===== config.mk =====
export PLATFORM = sky130hd
export DESIGN_NAME = uart_top_core_flat
export DESIGN_NICKNAME = d
export VERILOG_FILES = /design/src/rtl/uart_top_core_pkg.sv /design/src/rtl/uart_top_core_if.sv /design/src/rtl/uart_fifo.sv /design/src/rtl/uart_top_core.sv /design/src/flat_wrapper.sv
export SDC_FILE = /design/constraint.sdc
export NUM_CORES = 1
export LEC_CHECK = 0
export BUFFER_PORTS_ARGS = -buffer_cell sky130_fd_sc_hd__buf_2
export CAP_MARGIN = 20
export CORE_MARGIN = 3
export CORE_UTILIZATION = 45
export CTS_CLUSTER_SIZE = 25
export DETAILED_ROUTE_END_ITERATION = 7
export GPL_TIMING_DRIVEN = 0
export PLACE_DENSITY_LB_ADDON = 0.1
export SYNTH_ARGS = -nofsm -noshare
export SYNTH_HDL_FRONTEND = slang
export SYNTH_HIERARCHICAL = 1
export SYNTH_SLANG_ARGS = --single-unit

===== constraint.sdc =====
create_clock -name clk -period 5.5 [get_ports clk]
set_input_delay 0.275 -clock clk [delete_from_list [all_inputs] [get_ports clk]]
set_output_delay 0.275 -clock clk [all_outputs]
set_load 0.01 [all_outputs]

===== src/rtl/uart_top_core_pkg.sv =====
// ============================================================================
//  Module      : uart_top_core_pkg
//  Description : Shared constants and state encoding for the 8N1 UART core.
//  Revision    : 1.0  initial release
// ============================================================================
`default_nettype none

package uart_top_core_pkg;

    localparam int OVERSAMPLE   = 16;
    localparam int START_SAMPLE = 7;
    localparam int TICK_IDX_W   = 4;

    localparam logic [TICK_IDX_W-1:0] TICK_LAST  = TICK_IDX_W'(OVERSAMPLE - 1);
    localparam logic [TICK_IDX_W-1:0] TICK_START = TICK_IDX_W'(START_SAMPLE);

    typedef enum logic [1:0] {
        ST_IDLE  = 2'd0,
        ST_START = 2'd1,
        ST_DATA  = 2'd2,
        ST_STOP  = 2'd3
    } uart_state_e;

endpackage

`default_nettype wire


===== src/rtl/uart_top_core_if.sv =====
// ============================================================================
//  Module      : uart_top_core_if
//  Description : CPU-side byte bus of the UART core (push/pop, flags, pulses).
//  Revision    : 1.0  initial release
// ============================================================================
`default_nettype none

interface uart_top_core_if #(
    parameter int NB_DATA = 8
);
    logic               i_tx_start;
    logic               i_wr;
    logic [NB_DATA-1:0] i_wdata;
    logic               i_rd;
    logic [NB_DATA-1:0] o_rdata;
    logic               o_tx_done;
    logic               o_tx_empty;
    logic               o_tx_full;
    logic               o_rx_done;
    logic               o_rx_empty;
    logic               o_rx_full;

    modport master (
        output i_tx_start, i_wr, i_wdata, i_rd,
        input  o_rdata, o_tx_done, o_tx_empty, o_tx_full,
        input  o_rx_done, o_rx_empty, o_rx_full
    );

    modport slave (
        input  i_tx_start, i_wr, i_wdata, i_rd,
        output o_rdata, o_tx_done, o_tx_empty, o_tx_full,
        output o_rx_done, o_rx_empty, o_rx_full
    );
endinterface

`default_nettype wire


===== src/rtl/uart_fifo.sv =====
// ============================================================================
//  Module      : uart_fifo
//  Description : Synchronous first-word fall-through FIFO; reads 0 when empty.
//  Revision    : 1.0  initial release
// ============================================================================
`default_nettype none

module uart_fifo #(
    parameter int NB_DATA = 8,
    parameter int NB_ADDR = 4
) (
    input  wire logic               clk,
    input  wire logic               i_rst,
    input  wire logic               i_push,
    input  wire logic               i_pop,
    input  wire logic [NB_DATA-1:0] i_wdata,
    output logic      [NB_DATA-1:0] o_rdata,
    output logic                    o_empty,
    output logic                    o_full
);
    localparam int DEPTH = 1 << NB_ADDR;

    logic [NB_DATA-1:0] mem_q [DEPTH];
    logic [NB_ADDR-1:0] wptr_q;
    logic [NB_ADDR-1:0] rptr_q;
    logic [NB_ADDR:0]   count_q;
    logic               w_we;
    logic               w_re;

    assign o_empty = (count_q == '0);
    assign o_full  = (count_q == (NB_ADDR + 1)'(DEPTH));
    // A push into a full FIFO still lands when the head is popped in the same cycle.
    assign w_we    = i_push && (!o_full || i_pop);
    assign w_re    = i_pop && !o_empty;
    assign o_rdata = o_empty ? '0 : mem_q[rptr_q];

    always_ff @(posedge clk) begin
        if (w_we) mem_q[wptr_q] <= i_wdata;
    end

    always_ff @(posedge clk or negedge i_rst) begin
        if (!i_rst) begin
            wptr_q  <= '0;
            rptr_q  <= '0;
            count_q <= '0;
        end else begin
            if (w_we) wptr_q <= wptr_q + 1'b1;
            if (w_re) rptr_q <= rptr_q + 1'b1;
            case ({w_we, w_re})
                2'b10:   count_q <= count_q + 1'b1;
                2'b01:   count_q <= count_q - 1'b1;
                default: count_q <= count_q;
            endcase
        end
    end
endmodule

`default_nettype wire


===== src/rtl/uart_top_core.sv =====
// ============================================================================
//  Module      : uart_top_core
//  Description : 8N1 UART with baud-tick generator, 16x oversampling RX and
//                TX/RX FIFOs. Define UART_RX_SYNC_EN to synchronise i_rx.
//  Revision    : 1.0  initial release
// ============================================================================
`default_nettype none

module uart_top_core
    import uart_top_core_pkg::*;
#(
    parameter int NB_COUNTER   = 9,
    parameter int NB_DATA      = 8,
    parameter int NB_FIFO_ADDR = 4
) (
    input  wire logic                  clk,
    input  wire logic                  i_rst,
    input  wire logic                  i_rx,
    input  wire logic [NB_COUNTER-1:0] i_tick_cmp,
    output logic                       o_tx,
    uart_top_core_if.slave             bus
);
    localparam int NB_BIT = $clog2(NB_DATA);
    localparam logic [NB_BIT-1:0] BIT_LAST = NB_BIT'(NB_DATA - 1);

    logic [NB_COUNTER-1:0] cnt_q, cnt_d;
    logic                  w_tick;
    logic                  w_rx;

    uart_state_e           tx_state_q;
    logic [TICK_IDX_W-1:0] tx_tick_q;
    logic [NB_BIT-1:0]     tx_bit_q;
    logic [NB_DATA-1:0]    tx_sh_q;
    logic                  tx_q, tx_done_q, tx_arm_q;
    logic                  w_tx_pop, w_tx_empty;
    logic [NB_DATA-1:0]    w_tx_rdata;

    uart_state_e           rx_state_q;
    logic [TICK_IDX_W-1:0] rx_tick_q;
    logic [NB_BIT-1:0]     rx_bit_q;
    logic [NB_DATA-1:0]    rx_sh_q;
    logic                  rx_done_q;
    logic                  w_rx_push, w_rx_full;

`ifdef UART_RX_SYNC_EN
    logic [1:0] rx_sync_q;
    always_ff @(posedge clk or negedge i_rst) begin
        if (!i_rst) rx_sync_q <= 2'b11;
        else        rx_sync_q <= {rx_sync_q[0], i_rx};
    end
    assign w_rx = rx_sync_q[1];
`else
    assign w_rx = i_rx;
`endif

    assign w_tick = (i_tick_cmp <= NB_COUNTER'(1)) || (cnt_q >= i_tick_cmp - NB_COUNTER'(1));
    assign cnt_d  = w_tick ? '0 : cnt_q + 1'b1;

    always_ff @(posedge clk or negedge i_rst) begin
        if (!i_rst) cnt_q <= '0;
        else        cnt_q <= cnt_d;
    end

    // The next frame is fetched on a tick, either from IDLE or straight out of STOP.
    assign w_tx_pop = w_tick && tx_arm_q && !w_tx_empty &&
                      ((tx_state_q == ST_IDLE) ||
                       (tx_state_q == ST_STOP && tx_tick_q == TICK_LAST));

    always_ff @(posedge clk or negedge i_rst) begin
        if (!i_rst) begin
            tx_state_q <= ST_IDLE;
            tx_tick_q  <= '0;
            tx_bit_q   <= '0;
            tx_sh_q    <= '0;
            tx_q       <= 1'b1;
            tx_done_q  <= 1'b0;
            tx_arm_q   <= 1'b0;
        end else begin
            tx_done_q <= 1'b0;
            case (tx_state_q)
                ST_IDLE: begin
                    if (w_tx_pop) begin
                        tx_state_q <= ST_START;
                        tx_tick_q  <= '0;
                        tx_bit_q   <= '0;
                        tx_sh_q    <= w_tx_rdata;
                        tx_q       <= 1'b0;
                    end
                end
                ST_START: if (w_tick) begin
                    if (tx_tick_q == TICK_LAST) begin
                        tx_state_q <= ST_DATA;
                        tx_tick_q  <= '0;
                        tx_q       <= tx_sh_q[0];
                    end else tx_tick_q <= tx_tick_q + 1'b1;
                end
                ST_DATA: if (w_tick) begin
                    if (tx_tick_q == TICK_LAST) begin
                        tx_tick_q <= '0;
                        if (tx_bit_q == BIT_LAST) begin
                            tx_state_q <= ST_STOP;
                            tx_q       <= 1'b1;
                        end else begin
                            tx_bit_q <= tx_bit_q + 1'b1;
                            tx_sh_q  <= tx_sh_q >> 1;
                            tx_q     <= tx_sh_q[1];
                        end
                    end else tx_tick_q <= tx_tick_q + 1'b1;
                end
                ST_STOP: if (w_tick) begin
                    if (tx_tick_q == TICK_LAST) begin
                        tx_done_q <= 1'b1;
                        tx_tick_q <= '0;
                        if (w_tx_pop) begin
                            tx_state_q <= ST_START;
                            tx_bit_q   <= '0;
                            tx_sh_q    <= w_tx_rdata;
                            tx_q       <= 1'b0;
                        end else begin
                            tx_state_q <= ST_IDLE;
                            if (w_tx_empty) tx_arm_q <= 1'b0;
                        end
                    end else tx_tick_q <= tx_tick_q + 1'b1;
                end
                default: tx_state_q <= ST_IDLE;
            endcase
            if (bus.i_tx_start) tx_arm_q <= 1'b1;
        end
    end

    assign w_rx_push = w_tick && (rx_state_q == ST_STOP) && (rx_tick_q == TICK_LAST) &&
                       w_rx && !w_rx_full;

    always_ff @(posedge clk or negedge i_rst) begin
        if (!i_rst) begin
            rx_state_q <= ST_IDLE;
            rx_tick_q  <= '0;
            rx_bit_q   <= '0;
            rx_sh_q    <= '0;
            rx_done_q  <= 1'b0;
        end else begin
            rx_done_q <= 1'b0;
            case (rx_state_q)
                ST_IDLE: begin
                    if (!w_rx) begin
                        rx_state_q <= ST_START;
                        rx_tick_q  <= '0;
                    end
                end
                ST_START: if (w_tick) begin
                    if (rx_tick_q == TICK_START) begin
                        rx_state_q <= w_rx ? ST_IDLE : ST_DATA;
                        rx_tick_q  <= '0;
                        rx_bit_q   <= '0;
                    end else rx_tick_q <= rx_tick_q + 1'b1;
                end
                ST_DATA: if (w_tick) begin
                    if (rx_tick_q == TICK_LAST) begin
                        rx_tick_q <= '0;
                        rx_sh_q   <= {w_rx, rx_sh_q[NB_DATA-1:1]};
                        if (rx_bit_q == BIT_LAST) rx_state_q <= ST_STOP;
                        else                      rx_bit_q   <= rx_bit_q + 1'b1;
                    end else rx_tick_q <= rx_tick_q + 1'b1;
                end
                ST_STOP: if (w_tick) begin
                    if (rx_tick_q == TICK_LAST) begin
                        rx_state_q <= ST_IDLE;
                        rx_tick_q  <= '0;
                        rx_done_q  <= w_rx_push;
                    end else rx_tick_q <= rx_tick_q + 1'b1;
                end
                default: rx_state_q <= ST_IDLE;
            endcase
        end
    end

    uart_fifo #(.NB_DATA(NB_DATA), .NB_ADDR(NB_FIFO_ADDR)) u_tx_fifo (
        .clk     (clk),
        .i_rst   (i_rst),
        .i_push  (bus.i_tx_start | bus.i_wr),
        .i_pop   (w_tx_pop),
        .i_wdata (bus.i_wdata),
        .o_rdata (w_tx_rdata),
        .o_empty (w_tx_empty),
        .o_full  (bus.o_tx_full)
    );

    uart_fifo #(.NB_DATA(NB_DATA), .NB_ADDR(NB_FIFO_ADDR)) u_rx_fifo (
        .clk     (clk),
        .i_rst   (i_rst),
        .i_push  (w_rx_push),
        .i_pop   (bus.i_rd),
        .i_wdata (rx_sh_q),
        .o_rdata (bus.o_rdata),
        .o_empty (bus.o_rx_empty),
        .o_full  (w_rx_full)
    );

    assign o_tx           = tx_q;
    assign bus.o_tx_done  = tx_done_q;
    assign bus.o_tx_empty = w_tx_empty;
    assign bus.o_rx_done  = rx_done_q;
    assign bus.o_rx_full  = w_rx_full;
endmodule

`default_nettype wire


===== src/flat_wrapper.sv =====
// flat-port wrapper written by rule: the top's interface ports become plain ports
module uart_top_core_flat import uart_top_core_pkg::*;
#(
    parameter int NB_COUNTER   = 9,
    parameter int NB_DATA      = 8,
    parameter int NB_FIFO_ADDR = 4
)
  (clk, i_rst, i_rx, i_tick_cmp, o_tx, bus_i_tx_start, bus_i_wr, bus_i_wdata, bus_i_rd, bus_o_rdata, bus_o_tx_done, bus_o_tx_empty, bus_o_tx_full, bus_o_rx_done, bus_o_rx_empty, bus_o_rx_full);
  uart_top_core_if #(.NB_DATA(NB_DATA)) bus_i ();
  input  wire logic clk;
  input  wire logic i_rst;
  input  wire logic i_rx;
  input  wire logic [NB_COUNTER-1:0] i_tick_cmp;
  output logic o_tx;
  input wire logic [$bits(bus_i.i_tx_start)-1:0] bus_i_tx_start;
  input wire logic [$bits(bus_i.i_wr)-1:0] bus_i_wr;
  input wire logic [$bits(bus_i.i_wdata)-1:0] bus_i_wdata;
  input wire logic [$bits(bus_i.i_rd)-1:0] bus_i_rd;
  output wire logic [$bits(bus_i.o_rdata)-1:0] bus_o_rdata;
  output wire logic [$bits(bus_i.o_tx_done)-1:0] bus_o_tx_done;
  output wire logic [$bits(bus_i.o_tx_empty)-1:0] bus_o_tx_empty;
  output wire logic [$bits(bus_i.o_tx_full)-1:0] bus_o_tx_full;
  output wire logic [$bits(bus_i.o_rx_done)-1:0] bus_o_rx_done;
  output wire logic [$bits(bus_i.o_rx_empty)-1:0] bus_o_rx_empty;
  output wire logic [$bits(bus_i.o_rx_full)-1:0] bus_o_rx_full;
  assign bus_i.i_tx_start = bus_i_tx_start;
  assign bus_i.i_wr = bus_i_wr;
  assign bus_i.i_wdata = bus_i_wdata;
  assign bus_i.i_rd = bus_i_rd;
  assign bus_o_rdata = bus_i.o_rdata;
  assign bus_o_tx_done = bus_i.o_tx_done;
  assign bus_o_tx_empty = bus_i.o_tx_empty;
  assign bus_o_tx_full = bus_i.o_tx_full;
  assign bus_o_rx_done = bus_i.o_rx_done;
  assign bus_o_rx_empty = bus_i.o_rx_empty;
  assign bus_o_rx_full = bus_i.o_rx_full;
  uart_top_core #(.NB_COUNTER(NB_COUNTER), .NB_DATA(NB_DATA), .NB_FIFO_ADDR(NB_FIFO_ADDR)) u_core (.clk(clk), .i_rst(i_rst), .i_rx(i_rx), .i_tick_cmp(i_tick_cmp), .o_tx(o_tx), .bus(bus_i));
endmodule

==> impl_metrics.py <==
metrics = {
    "floorplan": {
        "start_util_pct": 46.41,
        "fp.dieH_um": 185.2,
        "num_rows": 64,
        "io_pins": 38,
        "core-area_um2": 31150,
        "die_w_um": 185.2,
        "dieArea_um2": 34310,
    },
    "yosys": {
        "synth_common_cells": "256 x edfxtp_1, 72 x dfrtp_1, 64 x mux4_2",
        "async_reset_ff_share_pct": 22.19,
        "ys_seq_area_share_pct": 65.83,
        "yosysMostFrequentCell": "edfxtp_1",
        "yosys_warnings": 6,
        "synth_top_flop_cell": "edfxtp_1",
        "synthCells": 897,
        "synth_seq_cells": 329,
        "synth_edf_count": 256,
        "yosysTopAreaCellShare_pct": 53.18,
        "syn_nets": 961,
        "yosys-top-cells-area": "edfxtp_1 53%, dfrtp_1 12%, mux4_2 10%, ha_1 3.5%, mux2_2 2.3%",
        "synth_top_cell_by_area": "edfxtp_1",
        "ys_types": 57,
        "syn_area_per_cell_um2": 16.11,
        "netlist_area_um2": 14460,
    },
    "clock_network": {
        "cts_sinks": 329,
        "numCtsBuffers": 38,
        "cts_tree": "built",
        "clk_pin_slew_ps": 60,
        "clk_latency_ps": 510,
        "clockBufferDepth": 3,
        "cts_root_buffer": "clkbuf_16",
        "htreeDepth": 2,
        "post_cts_buffers": 0,
    },
    "drt": {
        "first_pass_iters": 5,
        "drt_first_iter_violations": 459,
        "detail-route-antenna-nets": 0,
        "drc": 0,
        "vias": 7794,
        "vias_per_cell": 5.536,
        "totalWireLength_um": 28590,
        "wl_per_cell_um": 20.31,
    },
    "final_layout": {
        "layout-drive-gt1-share_pct": 22.83,
        "fin_nets": 1047,
        "layout.cells.non_filler": 1408,
        "diodes": 0,
        "utilization_pct": 52.89,
        "area_growth_pct": 13.98,
    },
    "sta": {
        "setup-tns-final_ps": 0,
        "min_period_over_period_pct": 82.79,
        "maxSlewViolCount": 0,
        "rsz0062_at_grt": "false",
        "period_needed_ps": 4553,
        "timing.hold.ws_ps": 88.27,
        "worst_pin_slew_ps": 913.1,
        "hold_viol": 0,
        "fin_worst_skew_ps": 13.27,
        "fin_ws_ps": 946.8,
        "finalSetupViolCount": 0,
        "slew_headroom_pct": 38.91,
        "max_freq_mhz": 219.6,
    },
    "outcome": {
        "outcome": "complete, no violations",
    },
    "power_and_ir_drop": {
        "power.density_nw_per_um2": 459.1,
        "power_switching_mw": 2.200,
        "pwr-share-clk_pct": 32.8,
        "power.leakage_nw": 6.134,
        "intPower_mw": 5.363,
        "ir_drop_v": 0.0003273,
        "switching_share_pct": 29.09,
        "power_frac_comb_pct": 25.5,
        "pwr-share-seq_pct": 41.6,
    },
    "worst_setup_path": {
        "worst_ep_required_time_ps": 5870,
        "startpoint_type": "input pin",
        "critPathMaxFanout": 11,
        "crit_path_end_kind": "flip-flop",
        "crit_type": "input pin to flip-flop",
        "cp.arrival_ps": 4920,
    },
    "global_routing": {
        "antenna_found_initial": 0,
        "grt_pass1_vias": 7902,
        "grt_pass1_wl_um": 45110,
        "grtUsageTotal_pct": 17.14,
        "grt_start_max_net_pins": 65,
        "grt_overflow": 0,
    },
    "place": {
        "portBuffers": 37,
        "gp_congestion": 0.7544,
        "place_hpwl_um": 18790,
        "pre_cts_ws_ps": 405.6,
        "post-place-cells": 1337,
    },
    "flow_run": {
        "max-cap-violations": 0,
    },
    "hold_path": {
        "hp-class": "input pin to flip-flop",
    },
}
flip-flops by register name, summed over array words and instances, names as in the netlist, 5 cells and up, named ones only:
signal	count
u_core/cnt_q	9
u_core/u_rx_fifo/count_q	5
u_core/rx_sh_q	8
u_core/u_rx_fifo/mem_q	128
u_core/tx_sh_q	8
u_core/u_tx_fifo/mem_q	128
u_core/u_tx_fifo/count_q	5
worst paths after layout:
check	from	to	slack [ps]	cells after the start
setup reg to reg	u_core/u_tx_fifo/count_q[1]	u_core/u_tx_fifo/count_q[4]	1010	14
max in group asynchronous	i_rst	u_core/o_tx	4740	3
min in group asynchronous	i_rst	u_core/cnt_q[8]	150	2
setup / recovery	i_tick_cmp[2]	u_core/u_tx_fifo/count_q[4]	950	23
hold reg to reg	u_core/tx_bit_q[0]	u_core/tx_bit_q[0]	480	1
hold / removal	i_rx	u_core/rx_sh_q[7]	90	2
through the flow:
| stage | total power, mW | cell area, um2 |
|---|---|---|
| finish | 7.564 | 16480 |
| CTS | 7.675 | 16480 |
| global placement | 5.132 | 15140 |
| detailed placement | 5.162 | 15210 |
| global route | 7.996 | 16480 |
| floorplan | 4.615 | 14460 |
per-layer routing:
| metal | vias up | GRT usage [%] | wire length [um] |
|---|---|---|---|
| li1 | 3686 | - | - |
| met1 | 3955 | 23.85 | 13130 |
| met2 | 113 | 28.77 | 14010 |
| met3 | 40 | 2.730 | 987 |
| met4 | 0 | 3.842 | 467 |
| met5 | - | 0 | 0 |
logic make-up (layout without fill, tap and decap cells):
group	after synthesis	in the layout	synth area share, %
adder cells (fa/ha/maj)	41	41	3.549
buffers and inverters	66	181	2.051
AO/OA/AOI/OAI	106	106	5.306
flip-flops	329	329	65.83
AND/OR/NAND/NOR	207	207	7.522
multiplexers	114	114	13.68
XOR/XNOR	34	34	2.060
power groups by stage:
stage	clock, mW	combinational [mW]	sequential, mW
3_5_place_dp	0	1.96	3.20
6_report	2.48	1.93	3.15
5_1_grt	2.67	2.14	3.18
3_3_place_gp	0	1.94	3.19
4_1_cts	2.56	1.97	3.15
2_1_floorplan	0	1.46	3.15
cell usage in the layout (no fill, tap or decap), types with 5 or more instances in the layout:
master / count
a21boi_0: 5
clkinv_2: 7
inv_1: 23
nor3_1: 17
mux2i_1: 21
dfrtp_1: 72
clkinv_4: 5
clkbuf_1: 22
a211o_1: 5
xnor2_1: 24
nand3_1: 25
mux2_2: 29
buf_4: 11
a21oi_1: 12
nor2b_1: 22
clkbuf_16: 39
nand2_1: 45
edfxtp_1: 256
nor2_1: 38
nor4_1: 5
buf_2: 53
o21ai_0: 18
a211oi_1: 33
nand4_1: 7
and3_1: 14
xor2_1: 10
and2_1: 9
nand2b_1: 5
ha_1: 41
mux4_2: 64
final cells by class:
class,count,area (um2)
clock buffers,46,1012
multi-input cells,502,4643
fillers,2517,14670
clock inverters,23,235.2
flip-flops and latches,329,9515
plain buffers,41,192.7
inverters,25,103.9
repair buffers,46,277.8
well taps,396,495.5
repair_timing:
action | 4_1_cts | 5_1_grt
hold buffers | 2 | 0
endpoints found under the hold margin | 73 | 0
resized for setup | 0 | 0
critical path: stages:
cell	delay [ps]
buf_2	120
nor2_1	180
nand2_1	90
nor4_1	260
xnor2_1	160
ha_1	270
a21oi_1	140
nand2_1	80
a22oi_1	350
and2_1	180
buf_2	180
buf_2	240
nor3_1	120
o31a_4	410
clkinv_4	120
ha_1	170
clkbuf_1	370
xor2_1	130
ha_1	240
o211a_1	220
or4_1	390
o211ai_1	110
a311oi_1	70
(Power assumes the default switching activity.)
